**config.mk**
```make
export PLATFORM = sky130hd
export DESIGN_NAME = gmii_rx_preamble_strip_flat
export DESIGN_NICKNAME = d
export VERILOG_FILES = /design/src/rtl/gmii_rx_preamble_strip_if.sv /design/src/rtl/gmii_rx_preamble_strip.sv /design/src/flat_wrapper.sv
export SDC_FILE = /design/constraint.sdc
export NUM_CORES = 1
export LEC_CHECK = 0
export CORE_ASPECT_RATIO = 0.6
export CORE_MARGIN = 1.5
export CORE_UTILIZATION = 44
export DETAILED_ROUTE_END_ITERATION = 10
export GPL_TIMING_DRIVEN = 0
export PLACE_DENSITY_LB_ADDON = 0.25
export SYNTH_ARGS = -nofsm -noshare
export SYNTH_HDL_FRONTEND = slang
export SYNTH_SLANG_ARGS = --single-unit
```
**constraint.sdc**
```tcl
create_clock -name mac_gmii_rx_clk -period 1.7 [get_ports mac_gmii_rx_clk]
set_clock_uncertainty 0.15 [all_clocks]
set_input_delay 0.255 -clock mac_gmii_rx_clk [delete_from_list [all_inputs] [get_ports mac_gmii_rx_clk]]
set_output_delay 0.255 -clock mac_gmii_rx_clk [all_outputs]
set_load 0.05 [all_outputs]
```
**src/rtl/gmii_rx_preamble_strip_if.sv**
```systemverilog
// rtl/gmii_rx_preamble_strip_if.sv - GMII receive pins and payload stream bundle; stats signals only with GMII_RX_PREAMBLE_STATS_EN
interface gmii_rx_preamble_strip_if
`ifdef GMII_RX_PREAMBLE_STATS_EN
  #(parameter int STAT_W = 16)
`endif
  ;
  logic [7:0] mac_gmii_rxd;
  logic       mac_gmii_rx_dv;
  logic       mac_gmii_rx_er;
  logic [7:0] m_axis_tdata;
  logic       m_axis_tvalid;
  logic       m_axis_tlast;
  logic       m_axis_tuser;
  logic       preamble_sfd_valid;
  logic [3:0] preamble_len;
`ifdef GMII_RX_PREAMBLE_STATS_EN
  logic [STAT_W-1:0] stat_good_sfd;
  logic [STAT_W-1:0] stat_bad_preamble;
  logic [STAT_W-1:0] stat_rx_err_frames;

  modport slave (
    input  mac_gmii_rxd, mac_gmii_rx_dv, mac_gmii_rx_er,
    output m_axis_tdata, m_axis_tvalid, m_axis_tlast, m_axis_tuser,
    output preamble_sfd_valid, preamble_len,
    output stat_good_sfd, stat_bad_preamble, stat_rx_err_frames
  );

  modport master (
    output mac_gmii_rxd, mac_gmii_rx_dv, mac_gmii_rx_er,
    input  m_axis_tdata, m_axis_tvalid, m_axis_tlast, m_axis_tuser,
    input  preamble_sfd_valid, preamble_len,
    input  stat_good_sfd, stat_bad_preamble, stat_rx_err_frames
  );
`else
  modport slave (
    input  mac_gmii_rxd, mac_gmii_rx_dv, mac_gmii_rx_er,
    output m_axis_tdata, m_axis_tvalid, m_axis_tlast, m_axis_tuser,
    output preamble_sfd_valid, preamble_len
  );

  modport master (
    output mac_gmii_rxd, mac_gmii_rx_dv, mac_gmii_rx_er,
    input  m_axis_tdata, m_axis_tvalid, m_axis_tlast, m_axis_tuser,
    input  preamble_sfd_valid, preamble_len
  );
`endif
endinterface

```
**src/rtl/gmii_rx_preamble_strip.sv**
```systemverilog
// rtl/gmii_rx_preamble_strip.sv - GMII RX preamble/SFD check and strip to a framed byte stream; optional counters via GMII_RX_PREAMBLE_STATS_EN
module gmii_rx_preamble_strip #(
  parameter int MIN_PREAMBLE_LEN = 7,
  parameter int MAX_PREAMBLE_LEN = 15,
  parameter int STAT_W           = 16
) (
  input logic                     mac_gmii_rx_clk,
  input logic                     mac_gmii_rx_rst,
  gmii_rx_preamble_strip_if.slave bus
);
  typedef enum logic [1:0] {
    S_IDLE     = 2'd0,
    S_PREAMBLE = 2'd1,
    S_PAYLOAD  = 2'd2,
    S_DROP     = 2'd3
  } state_t;

  localparam logic [3:0] MIN_LEN  = 4'(MIN_PREAMBLE_LEN);
  localparam logic [3:0] MAX_LEN  = 4'(MAX_PREAMBLE_LEN);
  localparam logic [7:0] PRE_BYTE = 8'h55;
  localparam logic [7:0] SFD_BYTE = 8'hD5;

  state_t     state, state_nxt;
  logic [3:0] cnt, cnt_nxt;
  logic [7:0] hold_data, hold_data_nxt;
  logic       hold_full, hold_full_nxt;
  logic       err_flag, err_flag_nxt;
  logic [7:0] tdata, tdata_nxt;
  logic       tvalid, tvalid_nxt;
  logic       tlast, tlast_nxt;
  logic       tuser, tuser_nxt;
  logic       sfd_valid, sfd_valid_nxt;
  logic [3:0] plen, plen_nxt;
  logic       bad_evt;

  logic [7:0] rxd;
  logic       rx_dv;
  logic       rx_er;

  assign rxd   = bus.mac_gmii_rxd;
  assign rx_dv = bus.mac_gmii_rx_dv;
  assign rx_er = bus.mac_gmii_rx_er;

  always_comb begin
    state_nxt     = state;
    cnt_nxt       = cnt;
    hold_data_nxt = hold_data;
    hold_full_nxt = hold_full;
    err_flag_nxt  = err_flag;
    tdata_nxt     = 8'd0;
    tvalid_nxt    = 1'b0;
    tlast_nxt     = 1'b0;
    tuser_nxt     = 1'b0;
    sfd_valid_nxt = 1'b0;
    plen_nxt      = plen;
    bad_evt       = 1'b0;

    case (state)
      S_IDLE: begin
        if (rx_dv) begin
          if (!rx_er && rxd == PRE_BYTE) begin
            state_nxt = S_PREAMBLE;
            cnt_nxt   = 4'd1;
          end else begin
            state_nxt = S_DROP;
          end
        end
      end

      S_PREAMBLE: begin
        if (!rx_dv) begin
          state_nxt = S_IDLE;
        end else if (rx_er) begin
          state_nxt = S_DROP;
          bad_evt   = 1'b1;
        end else if (rxd == PRE_BYTE) begin
          // Comparing before incrementing keeps cnt from ever wrapping past 15.
          if (cnt >= MAX_LEN) begin
            state_nxt = S_DROP;
            bad_evt   = 1'b1;
          end else begin
            cnt_nxt = cnt + 4'd1;
          end
        end else if (rxd == SFD_BYTE && cnt >= MIN_LEN) begin
          state_nxt     = S_PAYLOAD;
          sfd_valid_nxt = 1'b1;
          plen_nxt      = cnt;
          err_flag_nxt  = 1'b0;
          hold_full_nxt = 1'b0;
        end else begin
          state_nxt = S_DROP;
          bad_evt   = 1'b1;
        end
      end

      S_PAYLOAD: begin
        // One byte of lookahead so tlast can ride on the final byte when dv falls.
        if (rx_dv) begin
          if (hold_full) begin
            tvalid_nxt = 1'b1;
            tdata_nxt  = hold_data;
          end
          hold_data_nxt = rxd;
          hold_full_nxt = 1'b1;
          if (rx_er) begin
            err_flag_nxt = 1'b1;
          end
        end else begin
          if (hold_full) begin
            tvalid_nxt = 1'b1;
            tdata_nxt  = hold_data;
            tlast_nxt  = 1'b1;
            tuser_nxt  = err_flag;
          end
          hold_full_nxt = 1'b0;
          state_nxt     = S_IDLE;
        end
      end

      S_DROP: begin
        if (!rx_dv) begin
          state_nxt = S_IDLE;
        end
      end

      default: begin
        state_nxt = S_DROP;
      end
    endcase
  end

  always_ff @(posedge mac_gmii_rx_clk) begin
    if (mac_gmii_rx_rst) begin
      state     <= S_DROP;
      cnt       <= 4'd0;
      hold_data <= 8'd0;
      hold_full <= 1'b0;
      err_flag  <= 1'b0;
      tdata     <= 8'd0;
      tvalid    <= 1'b0;
      tlast     <= 1'b0;
      tuser     <= 1'b0;
      sfd_valid <= 1'b0;
      plen      <= 4'd0;
    end else begin
      state     <= state_nxt;
      cnt       <= cnt_nxt;
      hold_data <= hold_data_nxt;
      hold_full <= hold_full_nxt;
      err_flag  <= err_flag_nxt;
      tdata     <= tdata_nxt;
      tvalid    <= tvalid_nxt;
      tlast     <= tlast_nxt;
      tuser     <= tuser_nxt;
      sfd_valid <= sfd_valid_nxt;
      plen      <= plen_nxt;
    end
  end

  assign bus.m_axis_tdata       = tdata;
  assign bus.m_axis_tvalid      = tvalid;
  assign bus.m_axis_tlast       = tlast;
  assign bus.m_axis_tuser       = tuser;
  assign bus.preamble_sfd_valid = sfd_valid;
  assign bus.preamble_len       = plen;

`ifdef GMII_RX_PREAMBLE_STATS_EN
  logic [STAT_W-1:0] good_cnt;
  logic [STAT_W-1:0] bad_cnt;
  logic [STAT_W-1:0] errf_cnt;
  logic              errf_evt;

  assign errf_evt = tvalid_nxt & tlast_nxt & tuser_nxt;

  // Counters saturate at all-ones so software can tell overflow from a small count.
  always_ff @(posedge mac_gmii_rx_clk) begin
    if (mac_gmii_rx_rst) begin
      good_cnt <= '0;
      bad_cnt  <= '0;
      errf_cnt <= '0;
    end else begin
      assert (!(sfd_valid_nxt && bad_evt));
      if (sfd_valid_nxt && !(&good_cnt)) begin
        good_cnt <= good_cnt + STAT_W'(1);
      end
      if (bad_evt && !(&bad_cnt)) begin
        bad_cnt <= bad_cnt + STAT_W'(1);
      end
      if (errf_evt && !(&errf_cnt)) begin
        errf_cnt <= errf_cnt + STAT_W'(1);
      end
    end
  end

  assign bus.stat_good_sfd      = good_cnt;
  assign bus.stat_bad_preamble  = bad_cnt;
  assign bus.stat_rx_err_frames = errf_cnt;
`else
  logic unused_stats;
  assign unused_stats = bad_evt ^ (STAT_W > 0);
`endif
endmodule

```
**src/flat_wrapper.sv**
```systemverilog
// flat-port wrapper written by rule: the top's interface ports become plain ports
module gmii_rx_preamble_strip_flat 
#(
  parameter int MIN_PREAMBLE_LEN = 7,
  parameter int MAX_PREAMBLE_LEN = 15,
  parameter int STAT_W           = 16
)
  (mac_gmii_rx_clk, mac_gmii_rx_rst, bus_mac_gmii_rxd, bus_mac_gmii_rx_dv, bus_mac_gmii_rx_er, bus_m_axis_tdata, bus_m_axis_tvalid, bus_m_axis_tlast, bus_m_axis_tuser, bus_preamble_sfd_valid, bus_preamble_len);
  gmii_rx_preamble_strip_if bus_i ();
  input logic mac_gmii_rx_clk;
  input logic mac_gmii_rx_rst;
  input wire logic [$bits(bus_i.mac_gmii_rxd)-1:0] bus_mac_gmii_rxd;
  input wire logic [$bits(bus_i.mac_gmii_rx_dv)-1:0] bus_mac_gmii_rx_dv;
  input wire logic [$bits(bus_i.mac_gmii_rx_er)-1:0] bus_mac_gmii_rx_er;
  output wire logic [$bits(bus_i.m_axis_tdata)-1:0] bus_m_axis_tdata;
  output wire logic [$bits(bus_i.m_axis_tvalid)-1:0] bus_m_axis_tvalid;
  output wire logic [$bits(bus_i.m_axis_tlast)-1:0] bus_m_axis_tlast;
  output wire logic [$bits(bus_i.m_axis_tuser)-1:0] bus_m_axis_tuser;
  output wire logic [$bits(bus_i.preamble_sfd_valid)-1:0] bus_preamble_sfd_valid;
  output wire logic [$bits(bus_i.preamble_len)-1:0] bus_preamble_len;
  assign bus_i.mac_gmii_rxd = bus_mac_gmii_rxd;
  assign bus_i.mac_gmii_rx_dv = bus_mac_gmii_rx_dv;
  assign bus_i.mac_gmii_rx_er = bus_mac_gmii_rx_er;
  assign bus_m_axis_tdata = bus_i.m_axis_tdata;
  assign bus_m_axis_tvalid = bus_i.m_axis_tvalid;
  assign bus_m_axis_tlast = bus_i.m_axis_tlast;
  assign bus_m_axis_tuser = bus_i.m_axis_tuser;
  assign bus_preamble_sfd_valid = bus_i.preamble_sfd_valid;
  assign bus_preamble_len = bus_i.preamble_len;
  gmii_rx_preamble_strip #(.MIN_PREAMBLE_LEN(MIN_PREAMBLE_LEN), .MAX_PREAMBLE_LEN(MAX_PREAMBLE_LEN), .STAT_W(STAT_W)) u_core (.mac_gmii_rx_clk(mac_gmii_rx_clk), .mac_gmii_rx_rst(mac_gmii_rx_rst), .bus(bus_i));
endmodule
```
# Word-level counts from Yosys, hierarchy flattened
# Index checks and enable logic that the tools add are counted.
# word_totals
regBits,32
inputBits,12
elab_cells,82
# op_classes
n_addsub,1
n_lt_le_gt_ge,2
n_eq_ne,17
muxes,27
n_bitwise,6
reduce_logical,18
# ops
cell,n
$mux 4,6
$ne 2x2->1 const B,8
$mux 2,7
$reduce_and 7->1,2
$mux 1,10
$reduce_and 5->1,2
$eq 8x7->1 const B,1
$eq 8x8->1 const B,1
$pmux 4 s2,1
$ne 2x1->1 const B,3
$not 1->1,6
$pmux 2 s3,1
$reduce_or 3->1,2
$ne 5x5->1 const B,1
$reduce_or 5->1,1
$add 4x1->4 const B,1
$eq 2x2->1 const B,2
$ge 4x3->1 const B,1
$ge 4x4->1 const B,1
$pmux 1 s2,2
$reduce_bool 2->1,2
$reduce_or 2->1,2
$reduce_or 4->1,1
$reduce_and 3->1,1
5 further kinds,6

# Logic depth before layout (Yosys ltp)
# Gate-level depths: netlist of the first run.
# depth
word_depth,7
depth_mapped,5

# Least setup slack after synthesis of the first run
# OpenSTA, ideal clock, no wires.
# synth_timing
path_type,register to register
from,register u_core.cnt[0]
to,"register u_core.plen[0], in the netlist u_core.bus.preamble_len[0]"
setup_ns,0.072
t_arrival_ns,1.539
required_time_ns,1.478
setup_slack_ns,-0.060
path_stages_with_launch,6
path_buffers,0
path_cell_list,dfxtp_1 > ha_1 > a21oi_1 > or4b_4 > nor2_2 > mux2i_1
# synth_between
elab_chain_len,3
# synth_rtl
element,line_no,source
"start, declared",gmii_rx_preamble_strip.sv:24,"logic [3:0] cnt, cnt_nxt;"
"start signal, assigned",gmii_rx_preamble_strip.sv:147,cnt <= cnt_nxt;
$ge 4x3->1,gmii_rx_preamble_strip.sv:84,end else if (rxd == SFD_BYTE && cnt >= MIN_LEN) begin
$logic_and 1x1->1,gmii_rx_preamble_strip.sv:84,
$reduce_and 5->1 (no line),-,
"end signal, assigned",gmii_rx_preamble_strip.sv:156,plen <= plen_nxt;
"end, declared",gmii_rx_preamble_strip.sv:33,"logic [3:0] plen, plen_nxt;"
# Parallel ways exist; a longest one is shown, timed or not.
# A chain may end at the register's enable or synchronous reset.

# Final worst setup path of the first run
# layout_timing
from,register u_core.state[1]
to,"register u_core.plen[0], in the netlist u_core.bus.preamble_len[0]"
# layout_between
elab_chain_len,2
# layout_rtl
element,line_no,source
"start, declared",gmii_rx_preamble_strip.sv:23,"state_t state, state_nxt;"
"start signal, assigned",gmii_rx_preamble_strip.sv:146,state <= state_nxt;
$eq 2x1->1,gmii_rx_preamble_strip.sv:58,case (state)
$reduce_and 5->1 (no line),-,
# No other way between the ends.

==> results.json, run 1 <==
{
  "routed_via_density": 5.361,
  "finalWirelength_mm": 2.731,
  "wl_met1_mm": 1.382,
  "io-pin-count": 28,
  "synthFlopType": "dfxtp_1",
  "seq_area_frac_synth_pct": 50.59,
  "r2r_start": "u_core.state[1]",
  "worstPathMaxFanout": 6,
  "max-clock-path-buffers": 2,
  "cts_buffers": 5,
  "leakage_nw": 0.8183,
  "synthTopCellsByArea": "dfxtp_1 51%, mux2i_1 7.1%, and2_1 4.4%, nor2_1 3.3%, a21oi_1 2.8%",
  "crit_required_ns": 1.76,
  "slowest_stage": "or4b_4",
  "cp.arrival_ns": 1.73,
  "top_layer": "met4",
  "finalSetupViolations": 0,
  "cts_sinks": 32,
  "grt_pass1_vias": 879,
  "path_clk_slew_ns": 0.06,
  "start_util_pct": 48.51,
  "critPathLaunch": "u_core.state[1]",
  "routedWlPerCell_um": 14.08,
  "synth_area_mm2": 0.001266,
  "gp_congestion": 0.8939,
  "grt_usage_pct": 17.31,
  "rsz0062_at_grt": "yes",
  "power_density_mw_per_mm2": 834.1,
  "port_buffers": 26,
  "die_y_um": 44.56,
  "via_count": 1040,
  "crit_chain": "nand2b_4, or4b_4, nor2_4, mux2i_1",
  "postLayoutCoreUtil_pct": 67.59,
  "finalSetupTns_ns": 0,
  "ir_drop_mv": 0.4707,
  "cts_tree": "done",
  "synthDistinctLibCells": 37,
  "period_share_pct": 98.64,
  "synth_warnings": 0,
  "syn-num-nets": 136,
  "h-tree-depth": 2,
  "grt_pass1_wl_mm": 4.126,
  "crit_type": "reg -> reg",
  "dr_wl_met3_um": 146,
  "fp-row-count": 14,
  "dr.pass1.iters": 4,
  "fp.dieArea_mm2": 0.003219,
  "cap_violations": 0,
  "slew_violations": 0,
  "nNetsFinal": 175,
  "hp-class": "in -> reg",
  "place_hpwl_mm": 1.871,
  "cts_root_buffer": "clkbuf_8",
  "max_stage_delay_ns": 0.60,
  "drive_gt1_share_pct": 21.60,
  "antenna-diode-count": 0,
  "hold_start": "bus_mac_gmii_rx_dv",
  "yosys.area.top_type": "dfxtp_1",
  "grt_max_degree": 11,
  "grt.overflow.total": 0,
  "async_flop_share_pct": 0,
  "cts_hold_buf": 0,
  "critPathTopFamily": "simple AND/OR/NAND/NOR gates",
  "core_area_mm2": 0.002610,
  "insertion_delay_ns": 0.27,
  "status": "finished, final reports clean",
  "fp.dieW_um": 72.26,
  "antenna_found_initial": 0,
  "ant_nets": 0,
  "hold_viol_final": 0,
  "yosysTopAreaCellShare_pct": 50.59,
  "startpoint_type": "flip-flop",
  "fin_crit_ns": 1.677,
  "critPathBufInv": 0,
  "wl_met2_mm": 1.196,
  "relSlewSlack_pct": 66.64,
  "synth_edf_count": 0,
  "drc": 0,
  "syn2layout_area_growth_pct": 39.33,
  "dr.first_iter.drc_count": 52,
  "syn_inst": 123,
  "fmax_mhz": 596.3,
  "tightest_slew_ns": 0.4985,
  "fillers": 204,
  "endpoint_kind": "flip-flop",
  "syn_avg_cell_area_um2": 10.29,
  "ys_ff_latch": 32
}
logic make-up (layout without fill, tap and decap cells):
kind of cell,Yosys count,in the layout,synth area share [%]
simple gates,57,57,29.84
compound gates,19,19,8.993
fa+ha+maj,1,1,0.9880
mux,10,10,8.004
flops,32,32,50.59
buf+inv,4,43,1.580
metal layers:
layer	vias up	global-route usage [%]
met2	32	24.63
met1	486	24.90
met4	0	4.528
met5	-	0
li1	520	-
met3	2	6.150
power by group:
| part | switching [mW] | leakage (nW) | internal [mW] |
|---|---|---|---|
| clock | 0.245 | 0.0503 | 0.360 |
| sequential | 0.00999 | 0.260 | 0.762 |
| combinational | 0.0484 | 0.508 | 0.0462 |
Yosys cell counts (2+ instances only):
library cell,n
nand2b_1,5
nand2_1,4
nor3b_1,2
nand3_1,3
mux2i_1,9
nand4_1,4
and2_1,9
dfxtp_1,32
nor2b_1,4
o21ai_0,6
nor3_1,2
a21oi_1,7
and4_1,2
nor2_1,11
metrics by stage:
stage	cells	instance area (um^2)	hold WS (ns)	setup WS (ns)	power, mW
after global routing	194	1764	0.09966	-0.01692	1.542
final	194	1764	0.1026	0.02308	1.471
after CTS	192	1718	0.07881	0.008375	1.492
after detailed placement	181	1585	0.2948	-0.3961	0.8780
after global placement	181	1585	0.2876	-0.3869	0.8759
after floorplan	123	1285	0.2489	0.01628	0.8362
worst paths after layout:
check                                                   to  slack (ns)  depth (start not counted)
worst max-delay path            u_core.bus.preamble_len[0]        0.02                          4
worst min-delay path               u_core.bus.m_axis_tlast        0.10                          2
worst max register to register  u_core.bus.preamble_len[0]        0.02                          4
worst min register to register  u_core.bus.m_axis_tdata[3]        0.31                          1
placed cells by master (no fill, tap or decap), drive strengths merged, types with 2 or more instances in the layout:
cell / count
dfxtp: 32
dlygate4sd2: 20
nor2: 12
mux2i: 9
and2: 9
buf: 9
clkbuf: 8
a21oi: 7
nand2b: 6
o21ai: 6
nand4: 5
dlymetal6s2s: 4
nand2: 4
nor2b: 4
nand3: 3
nor3: 2
and4: 2
nor3b: 2
clkdlybuf4s50: 2
cell type report:
class | instances | area, um^2 | share of cell area [%]
Buffer | 4 | 21.27 | 1.206
Clock buffer | 7 | 96.34 | 5.461
Timing Repair Buffer | 32 | 294.0 | 16.67
Multi-Input combinational cell | 87 | 665.6 | 37.73
Tap cell | 32 | 40.04 | 2.270
Sequential cell | 32 | 646.9 | 36.67
registers in the layout, summed over array words and instances (netlist names), 2 cells and up:
signal and cells:
u_core.bus.m_axis_tdata 8, u_core.bus.preamble_len 4, u_core.cnt 4, u_core.hold_data 8
u_core.state 2
what timing repair did:
item,in CTS,in global routing
cloned,0,0
setup buffers,4,2
setup endpoints to repair,32,10
pin swaps,7,4
gates resized for setup,34,9
(Power assumes the default switching activity.)
==> inputs of run 2 (changes only) <==
Settings changed: CORE_MARGIN 1.5 to 4.
==> run 2 against run 1 <==
Net effect:
- combinational power decreased by 0.5%
- via count increased by 3.7%
- fmax is 0.11% lower
- hold slack worse by 0.0047 ns
- core utilization fell by 1.5 points
- register-to-register slack barely moved
- critical path type unchanged
- largest cell class unchanged
==> results.json, run 2 (synthesis gave the netlist of run 1 again) <==
{
  "finalNonFillerCells": 196,
  "start_util_pct": 48.19,
  "cts_hold_buf": 0,
  "place_hpwl_mm": 1.997,
  "r2r_cells": 5,
  "cts_tree": "done",
  "crit_type": "reg -> reg",
  "cp.arrival_ns": 1.74,
  "grt_usage_pct": 15.74,
  "fp-row-count": 14,
  "grt_max_degree": 11,
  "antenna-diode-count": 0,
  "slew_violations": 0,
  "die_y_um": 49.56,
  "gp_congestion": 0.8517,
  "path_clk_slew_ns": 0.07,
  "reg2reg_slack_ns": 0.02,
  "finalWirelength_mm": 2.933,
  "max-clock-path-buffers": 2,
  "rsz0062_at_grt": "yes",
  "cts_buffers": 5,
  "cts_sinks": 32,
  "final_cell_mix": "28 x dfxtp_1, 20 x dlygate4sd2_1, 10 x buf_4, 10 x nor2_1",
  "finalSetupViolations": 0,
  "endpoint_kind": "flip-flop",
  "startpoint_type": "flip-flop",
  "crit_chain": "ha_4, a21oi_4, or4b_4, nor2_4, mux2i_1",
  "fp.dieArea_mm2": 0.003828,
  "fin_crit_ns": 1.679,
  "leakage_nw": 0.7798,
  "dp_cells": 181,
  "critPathLaunch": "u_core.cnt[0]",
  "ir_drop_mv": 0.4521,
  "via_count": 1078,
  "endpoint": "u_core.bus.preamble_len[0]",
  "routedWlPerCell_um": 14.96,
  "finalWorstSetupSlack_ns": 0.02131,
  "cts_root_buffer": "clkbuf_8",
  "slowest_stage": "or4b_4",
  "mostFrequentLayoutCell": "dfxtp_1",
  "relSlewSlack_pct": 66.62,
  "drive_gt1_share_pct": 21.34,
  "grt_pass1_vias": 977,
  "routed_via_density": 5.500,
  "hold_viol_final": 0,
  "postPlaceCellArea_mm2": 0.001585,
  "ant_nets": 0,
  "critPathTopFamily": "simple AND/OR/NAND/NOR gates",
  "port_buffers": 26,
  "antenna_found_initial": 0,
  "insertion_delay_ns": 0.28,
  "fillers": 226,
  "h-tree-depth": 2,
  "r2r_start": "u_core.cnt[0]",
  "pre_cts_ws_ns": -0.4257,
  "fmax_mhz": 595.7,
  "fp.dieW_um": 77.26,
  "dr.pass1.iters": 4,
  "path_depth": 5,
  "final_area_mm2": 0.001737,
  "tightest_slew_ns": 0.4994,
  "core_area_mm2": 0.002628,
  "io-pin-count": 28,
  "status": "finished, final reports clean",
  "dr.first_iter.drc_count": 55,
  "critPathBufInv": 0,
  "drc": 0,
  "max_stage_delay_ns": 0.55,
  "grt.overflow.total": 0,
  "syn2layout_area_growth_pct": 37.15,
  "postLayoutCoreUtil_pct": 66.10,
  "power_density_mw_per_mm2": 812.5,
  "r2r_end": "u_core.bus.preamble_len[0]",
  "period_share_pct": 98.75,
  "hp-class": "in -> reg",
  "worstPathMaxFanout": 4,
  "nNetsFinal": 177,
  "cap_violations": 0,
  "crit_required_ns": 1.76,
  "grt_pass1_wl_mm": 4.685
}
==> run 2: what timing repair did <==
item                       in CTS  in global routing
setup endpoints to repair      32                 15
setup buffers                   3                  5
gates cloned                    0                  0
hold endpoints to repair        0                  0
pin swaps                       6                  4
resized for setup              29                 10
==> run 2: per-layer routing <==
metal | GRT usage [%] | wire, um
met1 | 21.13 | 1326
met4 | 6.213 | 42
met2 | 22.92 | 1306
met5 | 0 | 0
met3 | 5.636 | 257
==> run 2: worst min-delay path by stage <==
stage / from / end / slack (ns) / cells after the start
6_report: bus_mac_gmii_rx_dv / u_core.bus.m_axis_tlast / 0.1 / 2
5_1_grt: bus_mac_gmii_rx_dv / u_core.state[1] / 0.1 / 2
4_1_cts: bus_mac_gmii_rx_dv / u_core.bus.m_axis_tlast / 0.08 / 2
3_5_place_dp: u_core.hold_data[7] / u_core.bus.m_axis_tdata[7] / 0.29 / 1
3_3_place_gp: u_core.hold_data[1] / u_core.bus.m_axis_tdata[1] / 0.29 / 1
2_1_floorplan: bus_mac_gmii_rxd[0] / u_core.hold_data[0] / 0.25 / 2
==> run 2: report_power, final <==
group / leakage (nW) / switching (mW) / total (mW) / internal (mW)
registers: 0.260 / 0.00983 / 0.771 / 0.762
clock network: 0.0410 / 0.268 / 0.546 / 0.278
logic: 0.479 / 0.0480 / 0.0941 / 0.0461
==> run 2: final cells by class <==
class                   count  area (um^2)  share of cell area [%]
multi-input cells          87        650.6                   37.46
flip-flops and latches     32        648.1                   37.32
repair buffers             34        295.3                   17.00
clock buffers               6        72.57                   4.179
well taps                  32        40.04                   2.305
plain buffers               4        25.02                   1.441
clock inverters             1        5.005                  0.2882
==> run 2: worst register-to-register path: cells and delay by family, from the launching register on <==
family | cells | cell delay (ns)
muxes | 1 | 0.19
DFF | 1 | 0.37
and+or+nand+nor | 2 | 0.68
adders and majority gates | 1 | 0.16
AOI/OAI and AO/OA | 1 | 0.07
==> run 2: per-stage QoR <==
stage,setup TNS (ns),hold WS [ns],power [mW]
2_1_floorplan,0,0.2489,0.8362
3_3_place_gp,-6.284,0.2901,0.8761
3_5_place_dp,-6.969,0.2923,0.8791
4_1_cts,0,0.08456,1.415
5_1_grt,-0.05460,0.09911,1.463
6_report,0,0.09787,1.411
